### src/rtl/dmem_port_arbiter.sv
// dmem_port_arbiter
//   Shares the single-port D-MEM between the pipeline MEM stage and a debug/loader
//   burst port. Pipeline traffic wins in IDLE/DONE; an active burst owns the port
//   and only yields to the pipeline once it has been stalled STARVE_LIMIT cycles.
//
// Ports
//   clk, reset                 clock, asynchronous active-low reset
//   pipe_req/we/addr/wdata     MEM-stage request
//   pipe_stall                 request not granted this cycle (combinational)
//   pipe_rvalid/rdata          load data, one cycle after a read grant
//   dbg_req/we/addr/len/wdata  burst request (sampled in IDLE only)
//   dbg_wready                 write beat issued this cycle (combinational)
//   dbg_rvalid/rdata           read beat data, one cycle after the beat
//   dbg_busy, dbg_done         burst in progress / one-cycle completion pulse
//   mem_en/we/addr/wdata       D-MEM access
//   mem_rdata                  D-MEM combinational read data
//
// State  | meaning
// IDLE   | pipe served on demand; dbg_req latches a burst
// BURST  | one beat per cycle unless the starved pipe is granted instead
// DONE   | dbg_done pulse; pipe may still be served
module dmem_port_arbiter #(
  parameter int ADDR_BITS    = 32,
  parameter int DATA_BITS    = 32,
  parameter int WORD_BITS    = 2,
  parameter int MAX_BURST    = 16,
  parameter int LEN_BITS     = 5,
  parameter int STARVE_LIMIT = 4
) (
  input  logic                 clk,
  input  logic                 reset,
  input  logic                 pipe_req,
  input  logic                 pipe_we,
  input  logic [ADDR_BITS-1:0] pipe_addr,
  input  logic [DATA_BITS-1:0] pipe_wdata,
  output logic                 pipe_stall,
  output logic                 pipe_rvalid,
  output logic [DATA_BITS-1:0] pipe_rdata,
  input  logic                 dbg_req,
  input  logic                 dbg_we,
  input  logic [ADDR_BITS-1:0] dbg_addr,
  input  logic [LEN_BITS-1:0]  dbg_len,
  input  logic [DATA_BITS-1:0] dbg_wdata,
  output logic                 dbg_wready,
  output logic                 dbg_rvalid,
  output logic [DATA_BITS-1:0] dbg_rdata,
  output logic                 dbg_busy,
  output logic                 dbg_done,
  output logic                 mem_en,
  output logic                 mem_we,
  output logic [ADDR_BITS-1:0] mem_addr,
  output logic [DATA_BITS-1:0] mem_wdata,
  input  logic [DATA_BITS-1:0] mem_rdata
);

  localparam int SC_BITS = $clog2(STARVE_LIMIT + 1);
  localparam logic [ADDR_BITS-1:0] WORD_MASK = ADDR_BITS'((1 << WORD_BITS) - 1);

  typedef enum logic [1:0] {
    S_IDLE  = 2'd0,
    S_BURST = 2'd1,
    S_DONE  = 2'd2
  } state_t;

  state_t                r_state;
  state_t                w_next;
  logic [ADDR_BITS-1:0]  r_base;
  logic                  r_we;
  logic [LEN_BITS-1:0]   r_len;
  logic [LEN_BITS-1:0]   r_beat_cnt;
  logic [SC_BITS-1:0]    r_starve_cnt;

  logic                  w_pipe_grant;
  logic                  w_beat;
  logic                  w_dbg_start;
  logic [LEN_BITS-1:0]   w_len_clamped;
  logic [ADDR_BITS-1:0]  w_beat_addr;

  assign w_len_clamped = (dbg_len > LEN_BITS'(MAX_BURST)) ? LEN_BITS'(MAX_BURST) : dbg_len;
  // Address arithmetic is modulo 2^ADDR_BITS, so a burst near the top wraps to 0.
  assign w_beat_addr   = r_base + (ADDR_BITS'(r_beat_cnt) << WORD_BITS);

  always_comb begin
    w_next       = r_state;
    w_pipe_grant = 1'b0;
    w_beat       = 1'b0;
    w_dbg_start  = 1'b0;
    case (r_state)
      S_IDLE: begin
        if (pipe_req) begin
          w_pipe_grant = 1'b1;
        end else if (dbg_req) begin
          w_dbg_start = 1'b1;
          w_next      = (w_len_clamped == '0) ? S_DONE : S_BURST;
        end
      end
      S_BURST: begin
        // A starved pipeline takes this slot; the beat counter simply holds.
        if (pipe_req && (r_starve_cnt == SC_BITS'(STARVE_LIMIT))) begin
          w_pipe_grant = 1'b1;
        end else begin
          w_beat = 1'b1;
          if (r_beat_cnt == (r_len - LEN_BITS'(1))) begin
            w_next = S_DONE;
          end
        end
      end
      S_DONE: begin
        w_pipe_grant = pipe_req;
        w_next       = S_IDLE;
      end
      default: begin
        w_next = S_IDLE;
      end
    endcase
    // Outputs must be quiet while reset is held, independent of the clock.
    if (!reset) begin
      w_pipe_grant = 1'b0;
      w_beat       = 1'b0;
      w_dbg_start  = 1'b0;
    end
  end

  always_ff @(posedge clk or negedge reset) begin
    if (!reset) begin
      r_state <= S_IDLE;
    end else begin
      r_state <= w_next;
    end
  end

  always_ff @(posedge clk or negedge reset) begin
    if (!reset) begin
      r_base     <= '0;
      r_we       <= 1'b0;
      r_len      <= '0;
      r_beat_cnt <= '0;
    end else if (w_dbg_start) begin
      r_base     <= dbg_addr & ~WORD_MASK;
      r_we       <= dbg_we;
      r_len      <= w_len_clamped;
      r_beat_cnt <= '0;
    end else if (w_beat) begin
      r_beat_cnt <= r_beat_cnt + LEN_BITS'(1);
    end
  end

  // Outside BURST a pending pipe request is always granted, so the counter
  // only ever accumulates while a burst is holding the port.
  always_ff @(posedge clk or negedge reset) begin
    if (!reset) begin
      r_starve_cnt <= '0;
    end else if ((r_state == S_BURST) && pipe_req && !w_pipe_grant) begin
      r_starve_cnt <= r_starve_cnt + SC_BITS'(1);
    end else begin
      r_starve_cnt <= '0;
    end
  end

  always_ff @(posedge clk or negedge reset) begin
    if (!reset) begin
      pipe_rvalid <= 1'b0;
      pipe_rdata  <= '0;
      dbg_rvalid  <= 1'b0;
      dbg_rdata   <= '0;
    end else begin
      pipe_rvalid <= w_pipe_grant & ~pipe_we;
      if (w_pipe_grant && !pipe_we) begin
        pipe_rdata <= mem_rdata;
      end
      dbg_rvalid <= w_beat & ~r_we;
      if (w_beat && !r_we) begin
        dbg_rdata <= mem_rdata;
      end
    end
  end

  always_comb begin
    mem_en     = w_pipe_grant | w_beat;
    mem_we     = 1'b0;
    mem_addr   = '0;
    mem_wdata  = '0;
    if (w_pipe_grant) begin
      mem_we    = pipe_we;
      mem_addr  = pipe_addr;
      mem_wdata = pipe_wdata;
    end else if (w_beat) begin
      mem_we    = r_we;
      mem_addr  = w_beat_addr;
      mem_wdata = dbg_wdata;
    end
  end

  assign pipe_stall = reset & pipe_req & ~w_pipe_grant;
  assign dbg_wready = w_beat & r_we;
  assign dbg_busy   = (r_state != S_IDLE);
  assign dbg_done   = (r_state == S_DONE);

endmodule
### config.mk
export PLATFORM = sky130hd
export DESIGN_NAME = dmem_port_arbiter
export DESIGN_NICKNAME = d
export VERILOG_FILES = /design/src/rtl/dmem_port_arbiter.sv
export SDC_FILE = /design/constraint.sdc
export NUM_CORES = 1
export LEC_CHECK = 0
export ABC_AREA = 1
export CORE_MARGIN = 3
export CORE_UTILIZATION = 44
export CTS_CLUSTER_DIAMETER = 40
export DETAILED_ROUTE_END_ITERATION = 8
export MAX_ROUTING_LAYER = met4
export PLACE_DENSITY = 0.82
export SLEW_MARGIN = 20
export SYNTH_ARGS = -nofsm -noshare
export SYNTH_HDL_FRONTEND = slang
export SYNTH_SLANG_ARGS = --single-unit
### constraint.sdc
create_clock -name clk -period 5.44 [get_ports clk]
set_clock_uncertainty 0.15 [all_clocks]
set_input_delay 1.088 -clock clk [delete_from_list [all_inputs] [get_ports clk]]
set_output_delay 1.088 -clock clk [all_outputs]
set_load 0.05 [all_outputs]
==> impl_metrics.toml <==
[status]
status = "finished, final reports clean"

[die]
fp.coreArea_um2 = 13900
num_io_pins = 307
fp.dieH_um = 126
initial_core_util_pct = 45.1
die_area_um2 = 15800
fp-row-count = 43
fp.dieW_um = 126

[logic_synthesis]
syn-cell-area_um2 = 6290
synth_seq_cells = 112
synthesis.nets = 1040
syn_inst = 859
yosysWarnings = 0
ys_seq_area_share_pct = 44.6
ys_types = 32
syn_area_per_cell_um2 = 7.32

[worst_hold_path]
hp-class = "flip-flop to flip-flop"
whs_endpoint = "r_starve_cnt[0]"
worstHoldPathCells = 1
min_from = "r_starve_cnt[0]"

[critical_path]
worstPathRequired_ns = 4.20
path_max_fanout = 62
critPathCaptureType = "output pin"
critPathTopFamily = "buffers and inverters"
max_stage_delay_ns = 0.52
cp_slowest_cell = "clkdlybuf4s50_1"
startpoint_type = "input port"
r2r-start = "r_starve_cnt[0]"
cp_cell_sequence = "clkdlybuf4s50_1 > nand3_1 > nor2_4 > o21ai_4 > inv_2 > buf_4 > nand2_1 > o21ai_1 > buf_12"
ff2ff_path_depth = 8
cp.arrival_ns = 3.32
crit_type = "input port to output pin"
path_buf_inv = 4
timing.rr.end = "dbg_rdata[18]"
rrSetupSlack_ns = 3.03

[cts]
clockRootBuffer = "clkbuf_16"
post_cts_buffers = 0
htreeDepth = 3
cts_buffers = 9
postCtsHoldBufs = 0
cts_resized = 0
cts_tree = "done"
cts_sinks = 112
cts.clk_slew.worst_paths_ns = 0.08
cts.path.max_buffers = 2
clock_latency_ns = 0.35

[pwr]
powerDensity_nw_per_um2 = 599
p_leak_nw = 4.64
p_seq_share_pct = 26.6
combPwrFrac_pct = 61.0
vdd.ir_drop.worst_v = 0.000528
pwr-share-clk_pct = 12.3
p_switching_w = 0.00302
netSwitchingFraction_pct = 52.3
internal_power_w = 0.00276

[global_route]
grt_max_degree = 66
grt_overflow = 0
grt_pass1_wl_um = 33800
grt_antenna_before_repair = 5
grt_pass1_vias = 6571
gr-usage-all-layers_pct = 28.0

[sta]
max_freq_mhz = 219
fin_crit_ns = 4.56
finalSetupTns_ns = 0
slew_headroom_pct = 38.6
slew_viol_final = 0
setup_viol = 0
final_hold_viol_count = 0
setup_ws_ns = 0.880
rsz0062_at_grt = "no"
fin_crit_sh_pct = 83.8
worst_pin_slew_ns = 0.922

[drt]
via_per_inst = 5.00
drtPass1Iterations = 5
num_vias = 6680
routed_wl_um = 21900
post_drt_wl_per_cell_um = 16.4
initialDrtViolationCount = 305
drc_errors = 0
ant_nets = 0

[cells_and_area]
nets = 1328
drive_gt1_share_pct = 9.72
final_cell_mix = "nand2_1 (277), clkdlybuf4s50_1 (239), dfrtp_1 (112)"
layout_commonest_cell = "nand2_1"
area_delta_synth_final_pct = 53.4

[run]
max-cap-violations = 0

[place]
port_buffers = 304
place.gp.congestion = 0.913
dp_hpwl_um = 17100
pre_cts_ws_ns = 0.900
## worst max path at each step
| stage | from | end | slack (ns) | depth (start not counted) |
|---|---|---|---|---|
| global placement | pipe_req | mem_addr[15] | 0.92 | 9 |
| finish | pipe_req | mem_addr[15] | 0.88 | 9 |
| global route | pipe_req | mem_addr[15] | 0.76 | 9 |
| floorplan | pipe_req | mem_addr[5] | 1.35 | 4 |
| CTS | pipe_req | mem_addr[15] | 0.90 | 9 |
| detailed placement | pipe_req | mem_addr[15] | 0.90 | 9 |
## metrics by stage
step / area, um^2 / utilization, % / hold slack (ns) / std cells / total power [W]
after floorplan: 6290 / - / 0.282 / 859 / 0.00386
after global placement: 9310 / 66.8 / 0.299 / 1316 / 0.00502
after detailed placement: 9310 / 66.8 / 0.313 / 1316 / 0.00507
after CTS: 9630 / 69.1 / 0.326 / 1332 / 0.00581
after global routing: 9650 / 69.2 / 0.339 / 1337 / 0.00614
final: 9650 / 69.2 / 0.321 / 1337 / 0.00578
## Yosys cell counts
cell      number  share of area [%]
nand2_1      277                 17
dfrtp_1      112                 45
inv_1        100                6.0
nor2_1        90                5.4
o21ai_0       62                4.9
nand3_1       56                4.5
a21oi_1       33                2.6
a22o_1        33                4.6
buf_2         19                1.5
ha_1           9                1.8
a21oi_2        6               0.84
clkbuf_1       6               0.36
inv_2          6               0.36
nand4_1        6               0.60
nor3_1         6               0.48
o21ai_1        6               0.48
buf_4          5               0.60
nor2_4         4               0.72
buf_6          3               0.54
or2_2          3               0.30
xnor2_1        3               0.42
nor2_2         2               0.20
o22ai_1        2               0.20
o31ai_1        2               0.24
a211oi_1       1               0.12
a21boi_0       1               0.12
buf_1          1              0.060
fa_1           1               0.32
nand3_2        1               0.16
nor3_2         1               0.16
o21ai_4        1               0.26
xor2_1         1               0.14
## sequential cells by signal, indices dropped and copies added (netlist names)
name	flops
dbg_rdata	32
pipe_rdata	32
r_base	30
r_beat_cnt	5
r_len	5
r_starve_cnt	3
r_state	2
dbg_rvalid	1
pipe_rvalid	1
r_we	1
## power by group through the flow
stage	Clock (W)	Sequential (W)	Combinational, W
3_3_place_gp	0	0.00153	0.00349
3_5_place_dp	0	0.00154	0.00353
4_1_cts	0.000730	0.00153	0.00355
5_1_grt	0.000759	0.00159	0.00379
6_report	0.000713	0.00154	0.00353
2_1_floorplan	0	0.00230	0.00156
## layout make-up
cell class	count	area, um^2
flip-flops and latches	112	2800
fillers	1143	4290
clock buffers	10	239
well taps	180	225
multi-input cells	607	2900
clock inverters	6	83.8
inverters	106	398
repair buffers	311	2980
diodes	5	12.5
## cells by family after synthesis
group | count (synthesis) | share of synthesized area (%)
flip-flops | 112 | 44.6
AND/OR/NAND/NOR | 446 | 29.0
adder cells (fa/ha/maj) | 10 | 2.11
XOR/XNOR | 4 | 0.557
buffers and inverters | 140 | 9.39
AO/OA/AOI/OAI | 147 | 14.4
## routing by layer
layer / GRT usage (%) / up-vias / part of all wire, %
li1: - / 3313 / -
met4: 10.3 / 0 / 3.3
met3: 9.31 / 34 / 8.6
met1: 30.2 / 3081 / 37
met5: - / - / 0
met2: 48.0 / 252 / 51
(Power assumes the default switching activity.)
